### src/rtl/vga_pkg.sv
// Shared VGA/framebuffer definitions used by image_stream_loader,
// vga_controller and memory: display geometry, pixel format and the
// loader state encoding.
package vga_pkg;

    localparam int H_RES        = 640;
    localparam int V_RES        = 480;
    localparam int ADDR_W       = 19;
    localparam int PIX_W        = 24;
    localparam int FRAME_PIXELS = H_RES * V_RES;

    // Two-byte sync marker expected ahead of pixel data when the header is enabled
    localparam logic [7:0] HDR_BYTE0 = 8'hA5;
    localparam logic [7:0] HDR_BYTE1 = 8'h5A;

    // HDR0/HDR1 are always declared so the encoding is identical in every build
    typedef enum logic [2:0] {
        IDLE,
        HDR0,
        HDR1,
        GET_R,
        GET_G,
        GET_B,
        WRITE,
        DONE
    } loader_state_t;

    typedef enum logic [1:0] {
        LANE_R = 2'd0,
        LANE_G = 2'd1,
        LANE_B = 2'd2
    } byte_lane_t;

endpackage

### src/rtl/pixel_packer.sv
// Byte-lane register that assembles one {R,G,B} pixel from three
// independently loaded bytes. Sequencing is owned by the loader FSM.
module pixel_packer
    import vga_pkg::*;
(
    input  logic        clk,
    input  logic        rst,
    input  byte_lane_t  lane_sel,
    input  logic [7:0]  byte_in,
    input  logic        load,
    output logic [23:0] pixel
);

    logic [7:0] r_q, r_d;
    logic [7:0] g_q, g_d;
    logic [7:0] b_q, b_d;

    // Steer the incoming byte into the selected lane; other lanes keep their value
    always_comb begin
        r_d = r_q;
        g_d = g_q;
        b_d = b_q;
        if (load) begin
            case (lane_sel)
                LANE_R:  r_d = byte_in;
                LANE_G:  g_d = byte_in;
                LANE_B:  b_d = byte_in;
                default: ;
            endcase
        end
    end

    // Lane storage, cleared by the asynchronous reset
    always_ff @(posedge clk or posedge rst) begin
        if (rst) begin
            r_q <= '0;
            g_q <= '0;
            b_q <= '0;
        end else begin
            r_q <= r_d;
            g_q <= g_d;
            b_q <= b_d;
        end
    end

    assign pixel = {r_q, g_q, b_q};

endmodule

### src/rtl/image_stream_loader.sv
// Streams R,G,B byte triples from a valid/ready source into the
// framebuffer write port in raster order starting at address 0.
// Optional: define IMAGE_LOADER_HEADER_EN to require the 0xA5,0x5A
// sync marker after start before any pixel bytes are taken.
module image_stream_loader #(
    parameter int H_RES  = vga_pkg::H_RES,
    parameter int V_RES  = vga_pkg::V_RES,
    parameter int ADDR_W = vga_pkg::ADDR_W,
    parameter int PIX_W  = vga_pkg::PIX_W
) (
    input  logic              clk_25,
    input  logic              rst,
    input  logic              start,
    input  logic [7:0]        s_data,
    input  logic              s_valid,
    output logic              s_ready,
    output logic              wr_en,
    output logic [ADDR_W-1:0] wr_addr,
    output logic [PIX_W-1:0]  wr_data,
    output logic              busy,
    output logic              frame_done
);

    import vga_pkg::*;

    localparam int                FRAME_PX  = H_RES * V_RES;
    localparam logic [ADDR_W-1:0] LAST_ADDR = ADDR_W'(FRAME_PX - 1);

`ifdef IMAGE_LOADER_HEADER_EN
    localparam loader_state_t START_STATE = HDR0;
`else
    localparam loader_state_t START_STATE = GET_R;
`endif

    loader_state_t     state_q, state_d;
    logic [ADDR_W-1:0] cnt_q, cnt_d;
    logic [ADDR_W-1:0] last_addr_q, last_addr_d;
    logic [PIX_W-1:0]  last_data_q, last_data_d;

    logic              xfer;
    logic              pack_load;
    byte_lane_t        pack_lane;
    logic [23:0]       pixel;

    pixel_packer u_packer (
        .clk      (clk_25),
        .rst      (rst),
        .lane_sel (pack_lane),
        .byte_in  (s_data),
        .load     (pack_load),
        .pixel    (pixel)
    );

    // Status outputs are pure decodes of the state register, so they never depend on s_valid
    always_comb begin
        s_ready    = (state_q == HDR0) || (state_q == HDR1) ||
                     (state_q == GET_R) || (state_q == GET_G) || (state_q == GET_B);
        wr_en      = (state_q == WRITE);
        busy       = (state_q != IDLE);
        frame_done = (state_q == DONE);
        wr_addr    = wr_en ? cnt_q : last_addr_q;
        wr_data    = wr_en ? PIX_W'(pixel) : last_data_q;
        xfer       = s_valid && s_ready;
    end

    // Next-state logic; start restarts from any state except WRITE, whose write must complete
    always_comb begin
        state_d     = state_q;
        cnt_d       = cnt_q;
        last_addr_d = last_addr_q;
        last_data_d = last_data_q;
        pack_load   = 1'b0;
        pack_lane   = LANE_R;

        if (start && state_q != WRITE) begin
            state_d = START_STATE;
            cnt_d   = '0;
        end else begin
            case (state_q)
                IDLE: ;
`ifdef IMAGE_LOADER_HEADER_EN
                HDR0: begin
                    if (xfer && s_data == HDR_BYTE0) begin
                        state_d = HDR1;
                    end
                end
                HDR1: begin
                    if (xfer) begin
                        if (s_data == HDR_BYTE1) begin
                            state_d = GET_R;
                        end else if (s_data == HDR_BYTE0) begin
                            state_d = HDR1;
                        end else begin
                            state_d = HDR0;
                        end
                    end
                end
`endif
                GET_R: begin
                    if (xfer) begin
                        pack_load = 1'b1;
                        pack_lane = LANE_R;
                        state_d   = GET_G;
                    end
                end
                GET_G: begin
                    if (xfer) begin
                        pack_load = 1'b1;
                        pack_lane = LANE_G;
                        state_d   = GET_B;
                    end
                end
                GET_B: begin
                    if (xfer) begin
                        pack_load = 1'b1;
                        pack_lane = LANE_B;
                        state_d   = WRITE;
                    end
                end
                WRITE: begin
                    last_addr_d = cnt_q;
                    last_data_d = PIX_W'(pixel);
                    if (start) begin
                        state_d = START_STATE;
                        cnt_d   = '0;
                    end else if (cnt_q == LAST_ADDR) begin
                        state_d = DONE;
                    end else begin
                        cnt_d   = cnt_q + ADDR_W'(1);
                        state_d = GET_R;
                    end
                end
                DONE: begin
                    state_d = IDLE;
                end
                default: begin
                    state_d = IDLE;
                end
            endcase
        end
    end

    // State, pixel counter and held write-port values
    always_ff @(posedge clk_25 or posedge rst) begin
        if (rst) begin
            state_q     <= IDLE;
            cnt_q       <= '0;
            last_addr_q <= '0;
            last_data_q <= '0;
        end else begin
            state_q     <= state_d;
            cnt_q       <= cnt_d;
            last_addr_q <= last_addr_d;
            last_data_q <= last_data_d;
        end
    end

endmodule
### config.mk
export PLATFORM = sky130hd
export DESIGN_NAME = image_stream_loader
export DESIGN_NICKNAME = d
export VERILOG_FILES = /design/src/rtl/vga_pkg.sv /design/src/rtl/pixel_packer.sv /design/src/rtl/image_stream_loader.sv
export SDC_FILE = /design/constraint.sdc
export NUM_CORES = 1
export LEC_CHECK = 0
export CELL_PAD_IN_SITES_DETAIL_PLACEMENT = 1
export CELL_PAD_IN_SITES_GLOBAL_PLACEMENT = 2
export CORE_MARGIN = 2
export CORE_UTILIZATION = 30
export DETAILED_ROUTE_END_ITERATION = 12
export GPL_TIMING_DRIVEN = 0
export MAX_ROUTING_LAYER = met4
export PLACE_DENSITY = 0.84
export SETUP_SLACK_MARGIN = 0.4
export SYNTH_ARGS = -nofsm -noshare
export SYNTH_HDL_FRONTEND = slang
export SYNTH_SLANG_ARGS = --single-unit
export TNS_END_PERCENT = 10
### constraint.sdc
create_clock -name clk_25 -period 3.02 [get_ports clk_25]
set_input_delay 0.604 -clock clk_25 [delete_from_list [all_inputs] [get_ports clk_25]]
set_output_delay 0.604 -clock clk_25 [all_outputs]
set_load 0.1 [all_outputs]
==> metrics.log <==
[metrics] number of endpoints with negative hold slack in the final report: 0
[metrics] Hold WS: 0.467 ns
[metrics] number of buffers inserted by port buffering: 57
[metrics] first-pass iteration count of the detailed router: 4
[metrics] sequential fraction of the synthesis area: 0.562
[metrics] Post CTS Setup Buffer Count: 0
[metrics] Critical path destination: wr_en
[metrics] setup repair after global routing missed its margin: yes
[metrics] launch point of the critical path: state_q[0]
[metrics] clock slew seen by the registers of the worst setup and hold paths: 0.07 ns
[metrics] Critical Path Fanout Max: 10
[metrics] crit path kind: flip-flop to primary output
[metrics] fraction of the core area covered by cells at the end of the flow: 0.397
[metrics] dominant cell by count in the synthesized netlist: sky130_fd_sc_hd__nand2_1
[metrics] slew of the pin with the lowest slew margin: 0.967 ns
[metrics] start of the worst register-to-register path: cnt_q[0]
[metrics] net count after synthesis: 432
[metrics] GR Util All Layers: 0.160
[metrics] Hold Path Stages: 2
[metrics] crit share post-route: 0.900
[metrics] worst slew margin relative to its limit: 0.358
[metrics] routed wire length: 10.1 mm
[metrics] maximum number of pins on one net before global-route repair: 39
[metrics] Max-Cap Viols: 0
[metrics] Area contributors post-synth: sky130_fd_sc_hd__dfrtp_1, sky130_fd_sc_hd__nand2_1, sky130_fd_sc_hd__mux2_2
[metrics] starting utilization of the core area: 0.310
[metrics] Root Buffer Master: sky130_fd_sc_hd__clkbuf_16
[metrics] Net Switching: 1.31 mW
[metrics] clock network fraction of design power: 0.321
[metrics] Logic pwr share: 0.287
[metrics] violation count after the first detailed-routing iteration: 140
[metrics] number of enable flip-flop cells after synthesis: 0
[metrics] peak supply drop: 0.382 mV
[metrics] vias in the first global route: 3311
[metrics] via count normalized by instance count: 4.69
[metrics] Layout Skew: 0.00937 ns
[metrics] synthesized area per cell: 9.45 sq um
[metrics] slack of the worst reg-to-reg path: 0.99 ns
[metrics] Max Buffers Root-to-Sink: 2
[metrics] core footprint: 12800 sq um
[metrics] FF-to-FF End: cnt_q[2]
[metrics] share of synthesized flip-flops with an asynchronous set or reset: 1.00
[metrics] Yosys reg bits: 89
[metrics] most used flip-flop cell after synthesis: sky130_fd_sc_hd__dfrtp_1
[metrics] number of unique standard cell types used by synthesis: 44
[metrics] clock tree from TritonCTS: built
[metrics] Die Span X: 119 microns
[metrics] Final GP Congestion: 0.846
[metrics] post-synth top area cell: sky130_fd_sc_hd__dfrtp_1
[metrics] area of the die: 14100 sq um
[metrics] power density over the cells: 699 nW/um^2
[metrics] Crit. End Element: primary output
[metrics] Synth top area share: 0.562
[metrics] post-route cell area: 5070 sq um
[metrics] initial antenna violation count: 0
[metrics] die span in y: 119 microns
[metrics] area post-placement: 4820 sq um
[metrics] DRC errors left: 0
[metrics] hold path startpoint: last_data_q[12]
[metrics] number of nets in the final layout: 502
[metrics] reg2reg path depth: 6
[metrics] netlist area before placement: 3960 sq um
[metrics] via count: 3125
[metrics] top post-synthesis cells by count: sky130_fd_sc_hd__nand2_1, sky130_fd_sc_hd__dfrtp_1, sky130_fd_sc_hd__mux2_2
[metrics] area added between synthesis and finish: 28.0%
[metrics] register share of total power: 0.392
[metrics] DR WL/cell: 15.1 microns
[metrics] leakage power figure: 2.70 nW
[metrics] Antenna Diode Count: 0
[metrics] final critical delay including setup and external delays: 2.72 ns
[metrics] # setup viols final: 0
[metrics] Overflow after GRT: 0
[metrics] number of instances in the synthesized netlist: 419
[metrics] internal power: 2.23 mW
[metrics] layout cell share with drive strength beyond 1: 0.241
[metrics] number of max-slew violations in the final report: 0
[metrics] Site Rows: 41
[metrics] HPWL Detailed: 7.33 mm
[metrics] highest attainable clock frequency: 0.368 GHz
[metrics] data required time of the critical path: 2.42 ns
[metrics] number of top-level pins: 59
[metrics] number of buffers created by CTS: 9
[metrics] clk_lat worst skew: 0.35 ns
[metrics] crit path DAT: 2.11 ns
[metrics] CTS HTree Levels: 3
[metrics] switching part of the total: 0.370
[metrics] TritonCTS sink count: 89
[metrics] antenna-violating nets left: 0
[metrics] Critical Path Source Type: flip-flop
[metrics] first-pass GRT wire length: 17.1 mm
[metrics] Hold/Removal Path Class: flip-flop to flip-flop
[metrics] status: finished clean
[metrics] yosys synthesis warning count: 0
[registers in the layout, indices dropped and copies added, names as in the netlist]
name          flops
last_addr_q      19
u_packer.r_q      8
state_q           3
u_packer.g_q      8
cnt_q            19
u_packer.b_q      8
last_data_q      24
[per-layer routing]
layer	track usage	vias to the layer above	share of wire
met1	0.201	1557	0.47
met5	-	-	0
li1	-	1518	-
met4	0.0580	0	0.014
met3	0.0354	11	0.028
met2	0.254	39	0.49
[worst min path at each step]
| stage | slack [ns] | to |
|---|---|---|
| floorplan | 0.44 | last_data_q[10] |
| global placement | 0.45 | last_addr_q[13] |
| detailed placement | 0.46 | last_addr_q[3] |
| CTS | 0.47 | last_addr_q[3] |
| global route | 0.49 | last_addr_q[3] |
| finish | 0.47 | last_data_q[12] |
[cell families after synthesis]
group,share of synthesized area
AO/OA/AOI/OAI,0.0427
XOR/XNOR,0.0199
adder cells (fa/ha/maj),0.00316
buffers and inverters,0.0250
flip-flops,0.562
multiplexers,0.0736
AND/OR/NAND/NOR,0.273
[power by group through the flow]
stage / combinational [mW] / sequential [mW] / clock (mW)
3_3_place_gp: 1.02 / 1.40 / 0
2_1_floorplan: 0.805 / 1.39 / 0
6_report: 1.02 / 1.39 / 1.14
5_1_grt: 1.07 / 1.41 / 1.23
3_5_place_dp: 1.04 / 1.41 / 0
4_1_cts: 1.02 / 1.39 / 1.17
[cell usage in the layout (no fill, tap or decap), types with 5 or more instances in the layout]
| cell | netlist | layout |
|---|---|---|
| sky130_fd_sc_hd__mux2_2 | 24 | 24 |
| sky130_fd_sc_hd__nand2_2 | 1 | 10 |
| sky130_fd_sc_hd__clkdlybuf4s50_1 | 0 | 10 |
| sky130_fd_sc_hd__buf_2 | 4 | 7 |
| sky130_fd_sc_hd__a21oi_1 | 6 | 6 |
| sky130_fd_sc_hd__nand2_1 | 176 | 167 |
| sky130_fd_sc_hd__clkdlybuf4s15_2 | 0 | 5 |
| sky130_fd_sc_hd__nand3_1 | 9 | 9 |
| sky130_fd_sc_hd__nor2_1 | 23 | 23 |
| sky130_fd_sc_hd__dfrtp_1 | 89 | 89 |
| sky130_fd_sc_hd__clkbuf_16 | 0 | 9 |
| sky130_fd_sc_hd__inv_1 | 7 | 6 |
| sky130_fd_sc_hd__buf_4 | 1 | 34 |
| sky130_fd_sc_hd__xnor2_1 | 7 | 7 |
| sky130_fd_sc_hd__o21ai_0 | 13 | 11 |
| sky130_fd_sc_hd__or3_1 | 7 | 7 |
[per-stage QoR]
| step | power, mW | setup WS, ns | instances | TNS [ns] |
|---|---|---|---|---|
| after floorplan | 2.20 | 0.182 | 419 | 0 |
| after global placement | 2.42 | -0.585 | 648 | -20.93 |
| after detailed placement | 2.45 | -0.623 | 650 | -21.77 |
| after CTS | 3.57 | 0.236 | 666 | 0 |
| after global routing | 3.71 | 0.191 | 666 | 0 |
| final | 3.54 | 0.303 | 666 | 0 |
[critical path: stages, from the launching register on]
cell and delay, ns:
sky130_fd_sc_hd__dfrtp_1 0.44, sky130_fd_sc_hd__nand3b_4 0.23, sky130_fd_sc_hd__inv_2 0.13, sky130_fd_sc_hd__buf_4 0.19
sky130_fd_sc_hd__buf_4 0.20, sky130_fd_sc_hd__clkdlybuf4s15_2 0.58
[final cells by class]
class,count,area [sq um]
fillers,1473,7700
flip-flops and latches,89,2230
multi-input cells,306,1670
repair buffers,59,542
clock buffers,12,246
well taps,172,215
plain buffers,16,86.3
clock inverters,4,52.6
inverters,8,33.8
[repair_timing]
item | in CTS | in global routing
hold buffers | 0 | 0
endpoints found under the setup margin | 47 | 47
resized for setup | 260 | 16
No activity file was read; power rests on OpenSTA's default activity.
